## config.mk

```make
export PLATFORM = sky130hd
export DESIGN_NAME = pwm_output_stage
export DESIGN_NICKNAME = d
export VERILOG_FILES = /design/src/rtl/pwm_pkg.sv /design/src/rtl/pwm_prescaler.sv /design/src/rtl/pwm_output_stage.sv
export SDC_FILE = /design/constraint.sdc
export NUM_CORES = 1
export LEC_CHECK = 0
export ABC_AREA = 1
export BUFFER_PORTS_ARGS = -buffer_cell sky130_fd_sc_hd__buf_2
export CAP_MARGIN = 40
export CORE_ASPECT_RATIO = 1.75
export CORE_MARGIN = 3
export CORE_UTILIZATION = 54
export DETAILED_ROUTE_END_ITERATION = 7
export HOLD_SLACK_MARGIN = 0.12
export PLACE_DENSITY = 0.87
export SYNTH_ARGS = -nofsm -noshare
export SYNTH_HDL_FRONTEND = slang
export SYNTH_SLANG_ARGS = --single-unit
```

## constraint.sdc

```tcl
create_clock -name clk -period 3.16 [get_ports clk]
set_input_delay 0.316 -clock clk [delete_from_list [all_inputs] [get_ports clk]]
set_output_delay 0.316 -clock clk [all_outputs]
set_load 0.05 [all_outputs]
```

## src/rtl/pwm_pkg.sv

```systemverilog
// Shared types, defaults and the duty slew helper for the PWM output stage.
package pwm_pkg;

  typedef enum logic [1:0] {
    IDLE = 2'd0,
    RUN  = 2'd1,
    STOP = 2'd2
  } state_e;

  localparam logic [7:0] PERIOD_MAX_DEF = 8'd254;
  localparam logic [7:0] MAX_STEP_DEF   = 8'd16;

  // Move cur toward tgt by at most step; 9-bit signed difference keeps the result in 0..255.
  function automatic logic [7:0] slew_step(input logic [7:0] cur,
                                           input logic [7:0] tgt,
                                           input logic [7:0] step);
    logic signed [8:0] diff;
    logic        [8:0] mag;
    diff = $signed({1'b0, tgt}) - $signed({1'b0, cur});
    mag  = $unsigned(diff[8] ? -diff : diff);
    if (mag <= {1'b0, step}) begin
      return tgt;
    end else if (diff[8]) begin
      return cur - step;
    end else begin
      return cur + step;
    end
  endfunction

endpackage

```

## src/rtl/pwm_prescaler.sv

```systemverilog
// Tick divider: one tick every prescale_lat+1 clks while active; divisor reloads only on load_i.
module pwm_prescaler (
  input  logic       clk,
  input  logic       rst,
  input  logic       active_i,
  input  logic       load_i,
  input  logic [7:0] prescale_i,
  output logic       tick_c_o
);

  logic [7:0] pre_cnt_q;
  logic [7:0] prescale_lat_q;

  assign tick_c_o = active_i && (pre_cnt_q == prescale_lat_q);

  always_ff @(posedge clk) begin
    if (rst) begin
      pre_cnt_q      <= 8'd0;
      prescale_lat_q <= 8'd0;
    end else begin
      if (!active_i || tick_c_o) begin
        pre_cnt_q <= 8'd0;
      end else begin
        pre_cnt_q <= pre_cnt_q + 8'd1;
      end
      if (load_i) begin
        prescale_lat_q <= prescale_i;
      end
    end
  end

endmodule

```

## src/rtl/pwm_output_stage.sv

```systemverilog
// Slew-limited PWM driver with soft start/stop, period-start pulse and mid-on-time ADC strobe.
module pwm_output_stage
  import pwm_pkg::*;
#(
  parameter logic [7:0] MAX_STEP   = MAX_STEP_DEF,
  parameter logic [7:0] PERIOD_MAX = PERIOD_MAX_DEF
) (
  input  logic       clk,
  input  logic       rst,
  input  logic [7:0] duty_in,
  input  logic       duty_valid,
  input  logic [7:0] prescale,
  input  logic       enable,
  output logic       pwm_out,
  output logic [7:0] duty_active,
  output logic       period_start,
  output logic       sample_strobe,
  output logic       busy
);

  state_e     state_q;
  logic [7:0] target_q;
  logic [7:0] duty_q;
  logic [7:0] cnt_q;
  logic       pwm_q;
  logic       period_start_q;
  logic       strobe_q;
  logic       busy_q;

  logic       tick_c;
  logic       boundary_c;
  logic       start_c;
  logic       active_c;
  logic [7:0] target_eff_c;
  logic [7:0] duty_next_c;

  assign active_c     = (state_q != IDLE);
  assign boundary_c   = tick_c && (cnt_q == PERIOD_MAX);
  assign start_c      = (state_q == IDLE) && enable;
  assign target_eff_c = (state_q == RUN) ? target_q : 8'd0;
  assign duty_next_c  = slew_step(duty_q, target_eff_c, MAX_STEP);

  pwm_prescaler u_prescaler (
    .clk        (clk),
    .rst        (rst),
    .active_i   (active_c),
    .load_i     (boundary_c || start_c),
    .prescale_i (prescale),
    .tick_c_o   (tick_c)
  );

  always_ff @(posedge clk) begin
    if (rst) begin
      state_q        <= IDLE;
      target_q       <= 8'd0;
      duty_q         <= 8'd0;
      cnt_q          <= 8'd0;
      pwm_q          <= 1'b0;
      period_start_q <= 1'b0;
      strobe_q       <= 1'b0;
      busy_q         <= 1'b0;
    end else begin
      if (duty_valid) begin
        target_q <= duty_in;
      end

      pwm_q          <= active_c && (cnt_q < duty_q);
      period_start_q <= boundary_c || start_c;
      strobe_q       <= tick_c && (cnt_q == {1'b0, duty_q[7:1]}) && active_c
                        && (duty_q != 8'd0);

      if (!active_c) begin
        cnt_q <= 8'd0;
      end else if (tick_c) begin
        cnt_q <= boundary_c ? 8'd0 : cnt_q + 8'd1;
      end

      // Duty only changes at period boundaries, which never occur in IDLE.
      if (boundary_c) begin
        duty_q <= duty_next_c;
      end

      case (state_q)
        IDLE: begin
          if (enable) begin
            state_q <= RUN;
            busy_q  <= 1'b1;
          end
        end
        RUN: begin
          if (!enable) begin
            state_q <= STOP;
          end
        end
        STOP: begin
          if (enable) begin
            state_q <= RUN;
          end else if (boundary_c && (duty_next_c == 8'd0)) begin
            state_q <= IDLE;
            busy_q  <= 1'b0;
          end
        end
        default: begin
          state_q <= IDLE;
          busy_q  <= 1'b0;
        end
      endcase
    end
  end

  assign pwm_out       = pwm_q;
  assign duty_active   = duty_q;
  assign period_start  = period_start_q;
  assign sample_strobe = strobe_q;
  assign busy          = busy_q;

endmodule

```

# Yosys cells after proc, flatten, opt, wreduce, memory -nomap -nowiden
# Index checks and enable logic that the tools add are counted.
[word_totals]
register_bits = 46
input_bits = 20
word_cells = 63
[classes]
addsub = 6
n_lt_le_gt_ge = 2
eq_ne = 10
mux = 14
bitwise = 2
reduce_logical = 19
[ops]
columns = ["cell", "n"]
rows = [
  ["two-way mux 8 bit", 4],
  ["adder 8 x 1 -> 8 bit, second input constant", 2],
  ["<= comparator 9 x 5 -> 1 bit, second input constant", 1],
  ["two-way mux 9 bit", 1],
  ["negation 9 bit", 1],
  ["subtractor 8 x 8 -> 9 bit", 1],
  ["adder 8 x 5 -> 8 bit, second input constant", 1],
  ["equality test 8 x 7 -> 1 bit", 1],
  ["equality test 8 bit", 1],
  ["equality test 8 bit, second input constant", 1],
  ["logical AND 1 bit", 8],
  ["logical NOT 8 bit", 1],
  ["less-than comparator 8 bit", 1],
  ["two-way mux 2 bit", 4],
  ["!= test 2 bit, second input constant", 4],
  ["nonzero test 8 bit", 1],
  ["subtractor 8 x 5 -> 8 bit, second input constant", 1],
  ["case mux 2 bit (3 select lines)", 1],
  ["AND reduction 4 bit", 1],
  ["OR reduction 2 bit", 2],
  ["two-way mux 1 bit", 3],
  ["!= test 3 bit, second input constant", 1],
  ["case mux 1 bit (3 select lines)", 1],
  ["AND reduction 3 bit", 1],
  ["7 further kinds", 9],
]

# Depth between registers and ports, before layout
# Gate-level depths: netlist (run 1).
[depth]
word_depth = 12
ltp_mapped = 26
mapped_depth_nobuf = 25

# Modules after synthesis
# A second synthesis (run 1) with hierarchy kept.
[unflattened]
cells_unflattened = 427
hier_area_um2 = 3014.1
[modules_own_cells]
columns = ["module", "n_inst", "cells_each", "area_per_inst_um2"]
rows = [
  ["pwm_output_stage", 1, 329, 2275.9],
  ["pwm_prescaler", 1, 98, 738.2],
]

# Worst setup path before layout (run 1)
# Ideal clock, no wire load.
[synth_path]
path_kind = "flip-flop to flip-flop"
startpoint = "reg state_q[0]"
endpoint = "reg busy_q, in the netlist busy"
setup_ps = 120
t_arrival_ps = 2909
required_time_ps = 3040
setup_slack_ps = 131
stages_incl_launch_ff = 25
n_path_buf = 1
synth_period_minus_slack_ps = 3029
cell_sequence = "dfxtp_1 inv_1 nor2_1 nand2_1 ha_1 inv_1 fa_1 inv_1 ha_1 inv_1 nor2_2 nand3_1 nor2_1 nand3_1 nand2_1 nand2_2 nor2_8 nand3_4 buf_6 o21ai_2 nand2_1 nor2_1 nand2_1 nand2_1 a21oi_1"
[synth_between]
elab_chain_len = 11
word_cells_on_any_way = 21
classes_between = "2 x add/sub; 1 x order compare; 5 x eq/ne; 5 x mux; 1 x bitwise; 7 x reduce/logical"
[synth_rtl]
columns = ["item", "line_no", "source"]
rows = [
  ["start, declared", "pwm_output_stage.sv:21", "state_e state_q;"],
  ["start signal, assigned", "pwm_output_stage.sv:54", "state_q <= IDLE;"],
  ["start signal, assigned", "pwm_output_stage.sv:86", "state_q <= RUN;"],
  ["start signal, assigned", "pwm_output_stage.sv:92", "state_q <= STOP;"],
  ["equality test 2 x 1 -> 1 bit", "pwm_output_stage.sv:40, pwm_output_stage.sv:83", ""],
  ["two-way mux 8 bit", "pwm_output_stage.sv:40", "assign target_eff_c = (state_q == RUN) ? target_q : 8'd0;"],
  ["subtractor 8 x 8 -> 9 bit", "pwm_pkg.sv:19", "diff = $signed({1'b0, tgt}) - $signed({1'b0, cur});"],
  ["negation 9 bit", "pwm_pkg.sv:20", "mag = $unsigned(diff[8] ? -diff : diff);"],
  ["two-way mux 9 bit", "pwm_pkg.sv:20", ""],
  ["<= comparator 9 x 5 -> 1 bit", "pwm_pkg.sv:21", "if (mag <= {1'b0, step}) begin"],
  ["two-way mux 8 bit", "pwm_pkg.sv:21", ""],
  ["logical NOT 8 bit", "pwm_output_stage.sv:98", "end else if (boundary_c && (duty_next_c == 8'd0)) begin"],
  ["logical AND 1 bit", "pwm_output_stage.sv:98", ""],
  ["!= test 2 bit (no line)", "--", ""],
  ["AND reduction 4 bit (no line)", "--", ""],
  ["end signal, assigned", "pwm_output_stage.sv:87", "busy_q <= 1'b1;"],
  ["end signal, assigned", "pwm_output_stage.sv:100", "busy_q <= 1'b0;"],
  ["end signal, assigned", "pwm_output_stage.sv:105", "busy_q <= 1'b0;"],
  ["end, declared", "pwm_output_stage.sv:28", "logic busy_q;"],
]
# Parallel ways exist; a longest one is shown, timed or not.
# A chain may end at the register's enable or synchronous reset.

# Worst setup path in the final report (run 1)
# Same ends and word-level chain as after synthesis.

==> results by group, run 1 <==
STA
  – Slack of the critical path: 0.120 ns
  – Max Clock Skew: 0.00523 ns
  – Final-report max-slew violation count: 0
  – Final setup violation count: 0
  – Setup repair after global routing missed its margin: true
  – Number of failing hold endpoints at the final stage: 0
  – Worst-case headroom to the max-slew limit: 0.519
  – Share of the cycle needed by the critical path after routing: 0.962
  – Transition at the pin with the smallest max-transition slack: 0.717 ns
  – Min Clock Period, post-route: 3.04 ns
  – Worst hold margin: 0.221 ns
  – Highest achievable clock rate: 329 MHz

Run
  – Total of max-cap violations: 0

Synthesis
  – Flip-flop and latch count after synthesis: 46
  – Share of flip-flops with an asynchronous set or reset: 0
  – Library cells used by synthesis: 43
  – Number of enable flip-flop cells after synthesis: 0
  – Xor/xnor cell area share of the yosys netlist: 0.0368
  – Yosys synthesis warning count: 0
  – Adder and majority gate portion of the synthesized area: 0.102
  – Gate count after technology mapping: 448
  – Area share of the largest cell type after synthesis: 0.298
  – Library cell with the largest summed area after synthesis: sky130_fd_sc_hd__dfxtp_1
  – Proportion of synthesized chip area in sequential cells: 0.298
  – Compound-gate portion of the synthesized area: 0.134
  – Dominant synthesized flop cell: sky130_fd_sc_hd__dfxtp_1
  – Largest family of logic cells by synthesized area: simple AND/OR/NAND/NOR gates
  – Share of cell area taken by muxes after synthesis: 0
  – Most area-consuming cells after synthesis: sky130_fd_sc_hd__dfxtp_1 (30%), sky130_fd_sc_hd__nand2_1 (12%), sky130_fd_sc_hd__ha_1 (8.9%)
  – Synthesized area divided by synthesized cell count: 6.90 sq um
  – Syn_nets: 492
  – Cell Area, Synth: 3090 sq um
  – Post-synthesis share of cell area spent on and, or, nand and nor gates: 0.329

Power and ir drop
  – Clock network fraction of total power: 0.274
  – Combinational share of power: 0.279
  – Peak supply drop: 0.327 mV
  – NetSw: 0.461 mW
  – Sequential share of power: 0.447
  – Total power after layout: 1.37 mW
  – Total power density per cell area: 371 nW/um^2
  – Internal power component: 0.908 mW
  – Sw Ratio: 0.337
  – Leakage: 1.83 nW

GRT
  – Pin count of the biggest net entering global routing: 29
  – Global routing usage summed across all routing layers: 0.239
  – Antenna violations before repair: 0
  – Overflow after GRT: 0
  – Number of global-route vias before repair: 2988
  – Global-route wire length before repair: 13000 um

Setup path
  – Critical-path cell with the highest stage delay: sky130_fd_sc_hd__fa_2
  – Most common cell on crit path: sky130_fd_sc_hd__nand2_1
  – Worst reg2reg path startpoint: state_q[0]
  – Category of the critical setup timing path: reg -> reg
  – Arrival time at the worst endpoint: 3.24 ns
  – Critical path buffers and inverters: 5
  – Crit-path max cell delay: 0.44 ns
  – Req. time, crit path: 3.36 ns
  – Worst Path Max Fanout: 6
  – Startpoint of the worst setup timing path: state_q[0]
  – Critical Path Start Type: flip-flop
  – Ordered list of cells on the worst path: inv_2 -> nor2_4 -> buf_4 -> nand2_1 -> inv_1 -> fa_2 -> inv_2 -> ha_4 -> inv_4 -> nor2_4 -> nand3_2 -> nor2_2 -> nand3_1 -> nand2_1 -> nand2_2 -> nor2_8 -> nand3_4 -> o21ai_2 -> nand2_1 -> nor2_2 -> nand2_1 -> nand2_2 -> a21oi_1
  – Category of the worst setup path capture point: flip-flop
  – Largest delay contributor family on the critical path: simple AND/OR/NAND/NOR gates

Clock network
  – CTS sink cnt: 46
  – Worst-skew pair later-pin latency: 0.31 ns
  – Clock slew at the register clock pins of the worst setup and hold paths: 0.09 ns
  – TritonCTS buffer count: 5
  – Clock H-tree levels: 2
  – Hold-fix buffers at CTS: 0
  – Clock Path Buffers: 2
  – TritonCTS clock tree: done
  – Root Buffer Master: sky130_fd_sc_hd__clkbuf_8

Place
  – Number of input and output port buffers inserted: 31
  – Routability congestion estimate from global placement: 0.887
  – Post-DP HPWL: 5930 um
  – Worst slack after detailed placement: -0.0704 ns

Finish
  – Antenna Cells: 0
  – Register cell area after layout: 923 sq um
  – Final net count: 547
  – Number of fill cells in the layout: 441
  – P&R area growth vs syn: 19.3%
  – Core utilization of the finished layout: 0.685
  – Area occupied by multi-input gates: 1980 sq um
  – Share of cells above drive strength 1: 0.226

Floorplan
  – Starting utilization of the core area: 0.574
  – Core Rows: 35
  – Floorplan die area: 6710 sq um
  – Width of the chip: 63.2 um
  – Chip Height: 106 um
  – I/O pin cnt: 32
  – Core area: 5390 sq um

Drt
  – Wire length per cell after detailed routing: 13.4 um
  – DRC errors left: 0
  – Number of detailed-routing iterations run before antenna repair: 4
  – Residual antenna-violating net count after detailed routing: 0
  – Total Routed Length: 7750 um
  – Number of DRC markers in iteration 0: 150
  – Via Count: 3130
  – Mean number of vias per cell: 5.42

Worst hold path
  – Min-delay worst type: in -> reg
  – Hold path startpoint: rst

Run status
  – Run status: complete, no violations
layout by cell type (no fill, tap or decap), types with 8 or more instances in the layout:
master / netlist / final
sky130_fd_sc_hd__dfxtp_1: 46 / 44
sky130_fd_sc_hd__a21oi_1: 18 / 17
sky130_fd_sc_hd__nand4_1: 10 / 10
sky130_fd_sc_hd__ha_1: 22 / 18
sky130_fd_sc_hd__xor2_1: 8 / 8
sky130_fd_sc_hd__nand2_2: 9 / 12
sky130_fd_sc_hd__nand2_1: 95 / 91
sky130_fd_sc_hd__inv_1: 70 / 65
sky130_fd_sc_hd__o21ai_0: 22 / 21
sky130_fd_sc_hd__buf_4: 0 / 21
sky130_fd_sc_hd__nand3_1: 16 / 15
sky130_fd_sc_hd__buf_2: 0 / 31
sky130_fd_sc_hd__nor2_1: 59 / 53
sky130_fd_sc_hd__o211ai_1: 9 / 9
logic make-up (layout without fill, tap and decap cells):
| group | count (synthesis) | after routing |
|---|---|---|
| compound gates | 68 | 68 |
| xor+xnor | 13 | 13 |
| fa+ha+maj | 24 | 24 |
| buf+inv | 80 | 135 |
| flops | 46 | 46 |
| simple gates | 217 | 218 |
layout make-up:
class / instances / area share
Timing Repair Buffer: 52 / 0.0848
Multi-Input combinational cell: 323 / 0.535
Clock buffer: 5 / 0.0187
Inverter: 75 / 0.0790
Tap cell: 74 / 0.0251
Clock inverter: 3 / 0.00678
Sequential cell: 46 / 0.250
synth_stat cells (3+ instances only):
cell type                  number
sky130_fd_sc_hd__nand2_1       95
sky130_fd_sc_hd__inv_1         70
sky130_fd_sc_hd__nor2_1        59
sky130_fd_sc_hd__dfxtp_1       46
sky130_fd_sc_hd__ha_1          22
sky130_fd_sc_hd__o21ai_0       22
sky130_fd_sc_hd__a21oi_1       18
sky130_fd_sc_hd__nand3_1       16
sky130_fd_sc_hd__nand4_1       10
sky130_fd_sc_hd__nand2_2        9
sky130_fd_sc_hd__o211ai_1       9
sky130_fd_sc_hd__xor2_1         8
sky130_fd_sc_hd__nor3b_1        6
sky130_fd_sc_hd__nor3_1         5
sky130_fd_sc_hd__o22ai_1        5
sky130_fd_sc_hd__xnor2_1        5
sky130_fd_sc_hd__clkbuf_1       4
sky130_fd_sc_hd__nor2_2         3
sky130_fd_sc_hd__o21ai_2        3
final timing paths:
kind              depth (start not counted)      endpoint  slack (ns)
setup / recovery                         23          busy        0.12
hold / removal                            2  period_start        0.22
setup reg to reg                         23          busy        0.12
hold reg to reg                           2   target_q[5]        0.48
power by group through the flow:
stage                     registers (mW)  logic [mW]  clock network [mW]
after CTS                          0.612       0.349               0.379
after global routing               0.615       0.426               0.397
after global placement             0.625       0.325                   0
after floorplan                    0.630       0.252                   0
final                              0.613       0.382               0.375
after detailed placement           0.626       0.337                   0
layer usage:
layer | GRT usage | vias up | share of wire
li1 | - | 1567 | -
met1 | 0.243 | 1437 | 0.37
met2 | 0.457 | 93 | 0.55
met3 | 0.0254 | 33 | 0.036
met4 | 0.139 | 0 | 0.050
met5 | 0 | - | 0
state kept, by name (all words and copies together), names as in the netlist:
name / flops
cnt_q: 8
duty_active: 8
target_q: 8
u_prescaler.pre_cnt_q: 8
u_prescaler.prescale_lat_q: 8
state_q: 2
busy: 1
period_start: 1
pwm_out: 1
sample_strobe: 1
stage by stage:
step                      cells  area, sq um  TNS [ns]
after global placement      567         3460         0
final                       578         3690         0
after floorplan             448         3090         0
after detailed placement    567         3460    -0.132
after CTS                   576         3560         0
after global routing        578         3690    -0.338
what timing repair did:
action                     4_1_cts  5_1_grt
pin swaps                        0       17
gates resized for setup          2       33
buffers inserted                 0        2
setup endpoints to repair        2       10
gates cloned                     1        0
(Power assumes the default switching activity.)
==> run 2: changes to the inputs <==
--- a/config.mk
+++ b/config.mk
@@ -6,14 +6,14 @@
 export NUM_CORES = 1
 export LEC_CHECK = 0
 export ABC_AREA = 1
-export BUFFER_PORTS_ARGS = -buffer_cell sky130_fd_sc_hd__buf_2
 export CAP_MARGIN = 40
 export CORE_ASPECT_RATIO = 1.75
 export CORE_MARGIN = 3
-export CORE_UTILIZATION = 54
+export CORE_UTILIZATION = 64
 export DETAILED_ROUTE_END_ITERATION = 7
+export DONT_BUFFER_PORTS = 1
 export HOLD_SLACK_MARGIN = 0.12
-export PLACE_DENSITY = 0.87
+export PLACE_DENSITY = 0.9
 export SYNTH_ARGS = -nofsm -noshare
 export SYNTH_HDL_FRONTEND = slang
 export SYNTH_SLANG_ARGS = --single-unit
==> constraint.sdc (replaced) <==
create_clock -name clk -period 3.24 [get_ports clk]
set_input_delay 0.324 -clock clk [delete_from_list [all_inputs] [get_ports clk]]
set_output_delay 0.324 -clock clk [all_outputs]
set_load 0.05 [all_outputs]
==> run 2 against run 1 <==
The run now ends with setup timing left. Sequential power is 0.8% lower. Hold slack got worse by 0.053 ns. Sequential cell count did not move. Clock power decreased by 6.1%. Power is 5.7% higher. Cell count fell by 7.8%. Combinational power up 28%. Clock-buffer cell count up 1. Non-clock buffer count shrank 22. First-iteration DRC count increased by 130%. Global-route usage rose by 5.2 points. Via count is 6.8% higher. Critical path type unchanged. Largest cell class unchanged. Largest power group unchanged.
==> results by group, run 2 (synthesized netlist as in run 1, its figures left out) <==
GRT
  – Global-route wire length before repair: 13000 um
  – Antenna violations before repair: 0
  – Number of global-route vias before repair: 2956
  – Pin count of the biggest net entering global routing: 29
  – Overflow after GRT: 0
  – Global routing usage summed across all routing layers: 0.291

STA
  – Setup repair after global routing missed its margin: true
  – Transition at the pin with the smallest max-transition slack: 0.706 ns
  – Final-report max-slew violation count: 0
  – Slack of the critical path: -0.145 ns
  – Max Clock Skew: 0.0165 ns
  – Sum Neg Setup Slack: -0.302 ns
  – Min Clock Period, post-route: 3.39 ns
  – Highest achievable clock rate: 295 MHz
  – Final setup violation count: 4
  – Number of failing hold endpoints at the final stage: 0
  – Worst-case headroom to the max-slew limit: 0.526
  – Share of the cycle needed by the critical path after routing: 1.04

Drt
  – Wire length per cell after detailed routing: 19.2 um
  – Total Routed Length: 10200 um
  – Number of DRC markers in iteration 0: 342
  – Mean number of vias per cell: 6.27
  – DRC errors left: 0
  – Via Count: 3342
  – Number of detailed-routing iterations run before antenna repair: 7
  – Residual antenna-violating net count after detailed routing: 0

Finish
  – Antenna Cells: 0
  – Post-route insts no fill: 533
  – Share of cells above drive strength 1: 0.249
  – Core utilization of the finished layout: 0.832
  – Area occupied by multi-input gates: 2150 sq um
  – Number of fill cells in the layout: 246
  – Register cell area after layout: 923 sq um
  – Most used cells in the layout excluding fill and tap cells: sky130_fd_sc_hd__nand2_1 (77), sky130_fd_sc_hd__inv_1 (62), sky130_fd_sc_hd__nor2_1 (50)
  – Final net count: 525
  – Most frequent standard cell in the layout excluding fill and tap cells: sky130_fd_sc_hd__nand2_1
  – P&R area growth vs syn: 21.7%

Place
  – Post-DP HPWL: 6030 um
  – Routability congestion estimate from global placement: 0.955
  – Placed Instances: 512
  – Number of input and output port buffers inserted: 0

Floorplan
  – Floorplan die area: 5730 sq um
  – I/O pin cnt: 32
  – Chip Height: 97.9 um
  – Starting utilization of the core area: 0.683
  – Core Rows: 32
  – Width of the chip: 58.5 um
  – Core area: 4520 sq um

Clock network
  – Clock slew at the register clock pins of the worst setup and hold paths: 0.09 ns
  – Clock Path Buffers: 2
  – Worst-skew pair later-pin latency: 0.31 ns
  – CTS sink cnt: 46
  – TritonCTS buffer count: 5
  – Root Buffer Master: sky130_fd_sc_hd__clkbuf_8
  – Clock H-tree levels: 2
  – TritonCTS clock tree: done

Setup path
  – Req. time, crit path: 3.43 ns
  – Critical Path Start Type: flip-flop
  – Category of the critical setup timing path: reg -> reg
  – Worst reg-to-reg setup slack: -0.15 ns
  – Category of the worst setup path capture point: flip-flop
  – Worst Path Max Fanout: 7
  – Arrival time at the worst endpoint: 3.58 ns

Power and ir drop
  – Leakage: 1.78 nW
  – Total power density per cell area: 385 nW/um^2
  – Peak supply drop: 0.459 mV

Run
  – Total of max-cap violations: 0

Run status
  – Violations in the final reports: setup timing
  – Run status: finished with violations

Worst hold path
  – Min-delay worst type: in -> reg
-- run 2: cell type report --
cell class | count | area share
clock buffers | 6 | 0.0193
clock inverters | 2 | 0.00366
inverters | 75 | 0.0778
multi-input cells | 323 | 0.571
flip-flops and latches | 46 | 0.245
well taps | 51 | 0.0170
repair buffers | 30 | 0.0655
-- run 2: power breakdown --
| group | internal, mW | total (mW) | switching, mW | leakage (nW) |
|---|---|---|---|---|
| Clock | 0.153 | 0.352 | 0.200 | 0.0452 |
| Sequential | 0.585 | 0.608 | 0.0224 | 0.376 |
| Combinational | 0.187 | 0.488 | 0.301 | 1.36 |
-- run 2: path summary, 6_finish.rpt --
check | from | to | cells after the start
worst max-delay path | state_q[0] | state_q[1] | 24
worst min-delay path | duty_in[7] | target_q[7] | 2
worst max register to register | state_q[0] | state_q[1] | 24
worst min register to register | state_q[0] | state_q[0] | 1
-- run 2: layer usage --
metal | vias up | global-route usage | wire length, um
li1 | 1522 | - | -
met1 | 1564 | 0.279 | 3410
met2 | 187 | 0.546 | 5450
met3 | 69 | 0.0529 | 613
met4 | 0 | 0.161 | 776
met5 | - | 0 | 0
-- run 2: worst max-delay path: stages (launching register included) --
cell and delay, ns:
sky130_fd_sc_hd__dfxtp_2 0.36, sky130_fd_sc_hd__inv_2 0.06, sky130_fd_sc_hd__nor2_4 0.16, sky130_fd_sc_hd__buf_4 0.15, sky130_fd_sc_hd__nand2_1 0.06, sky130_fd_sc_hd__inv_1 0.18
sky130_fd_sc_hd__ha_1 0.31, sky130_fd_sc_hd__nand2_1 0.13, sky130_fd_sc_hd__inv_1 0.08, sky130_fd_sc_hd__a21oi_4 0.24, sky130_fd_sc_hd__nand2_4 0.12, sky130_fd_sc_hd__inv_8 0.10
sky130_fd_sc_hd__buf_6 0.12, sky130_fd_sc_hd__nand2_4 0.06, sky130_fd_sc_hd__nand2_4 0.08, sky130_fd_sc_hd__nand2_4 0.06, sky130_fd_sc_hd__nor2_8 0.15, sky130_fd_sc_hd__buf_6 0.13
sky130_fd_sc_hd__nand4_1 0.11, sky130_fd_sc_hd__nand2_2 0.13, sky130_fd_sc_hd__nand3_2 0.10, sky130_fd_sc_hd__nor2_2 0.12, sky130_fd_sc_hd__nand2_2 0.06, sky130_fd_sc_hd__nand2_2 0.10
sky130_fd_sc_hd__a21oi_2 0.07
-- run 2: stage by stage --
stage	power [mW]	hold slack, ns	cell area [sq um]	worst slack [ns]
2_1_floorplan	0.860	0.396	3090	0.211
3_3_place_gp	0.921	0.397	3260	0.0896
3_5_place_dp	0.936	0.399	3260	-0.0200
4_1_cts	1.28	0.167	3370	0.0453
5_1_grt	1.51	0.168	3760	-0.512
6_report	1.45	0.168	3760	-0.145
-- run 2: what timing repair did --
| item | in CTS | in global routing |
|---|---|---|
| hold buffers | 1 | 0 |
| gates resized for setup | 5 | 75 |
| endpoints found under the hold margin | 2 | 0 |
| setup buffers | 0 | 11 |
| endpoints found under the setup margin | 3 | 9 |
| pin swaps | 0 | 33 |
| gates cloned | 0 | 1 |
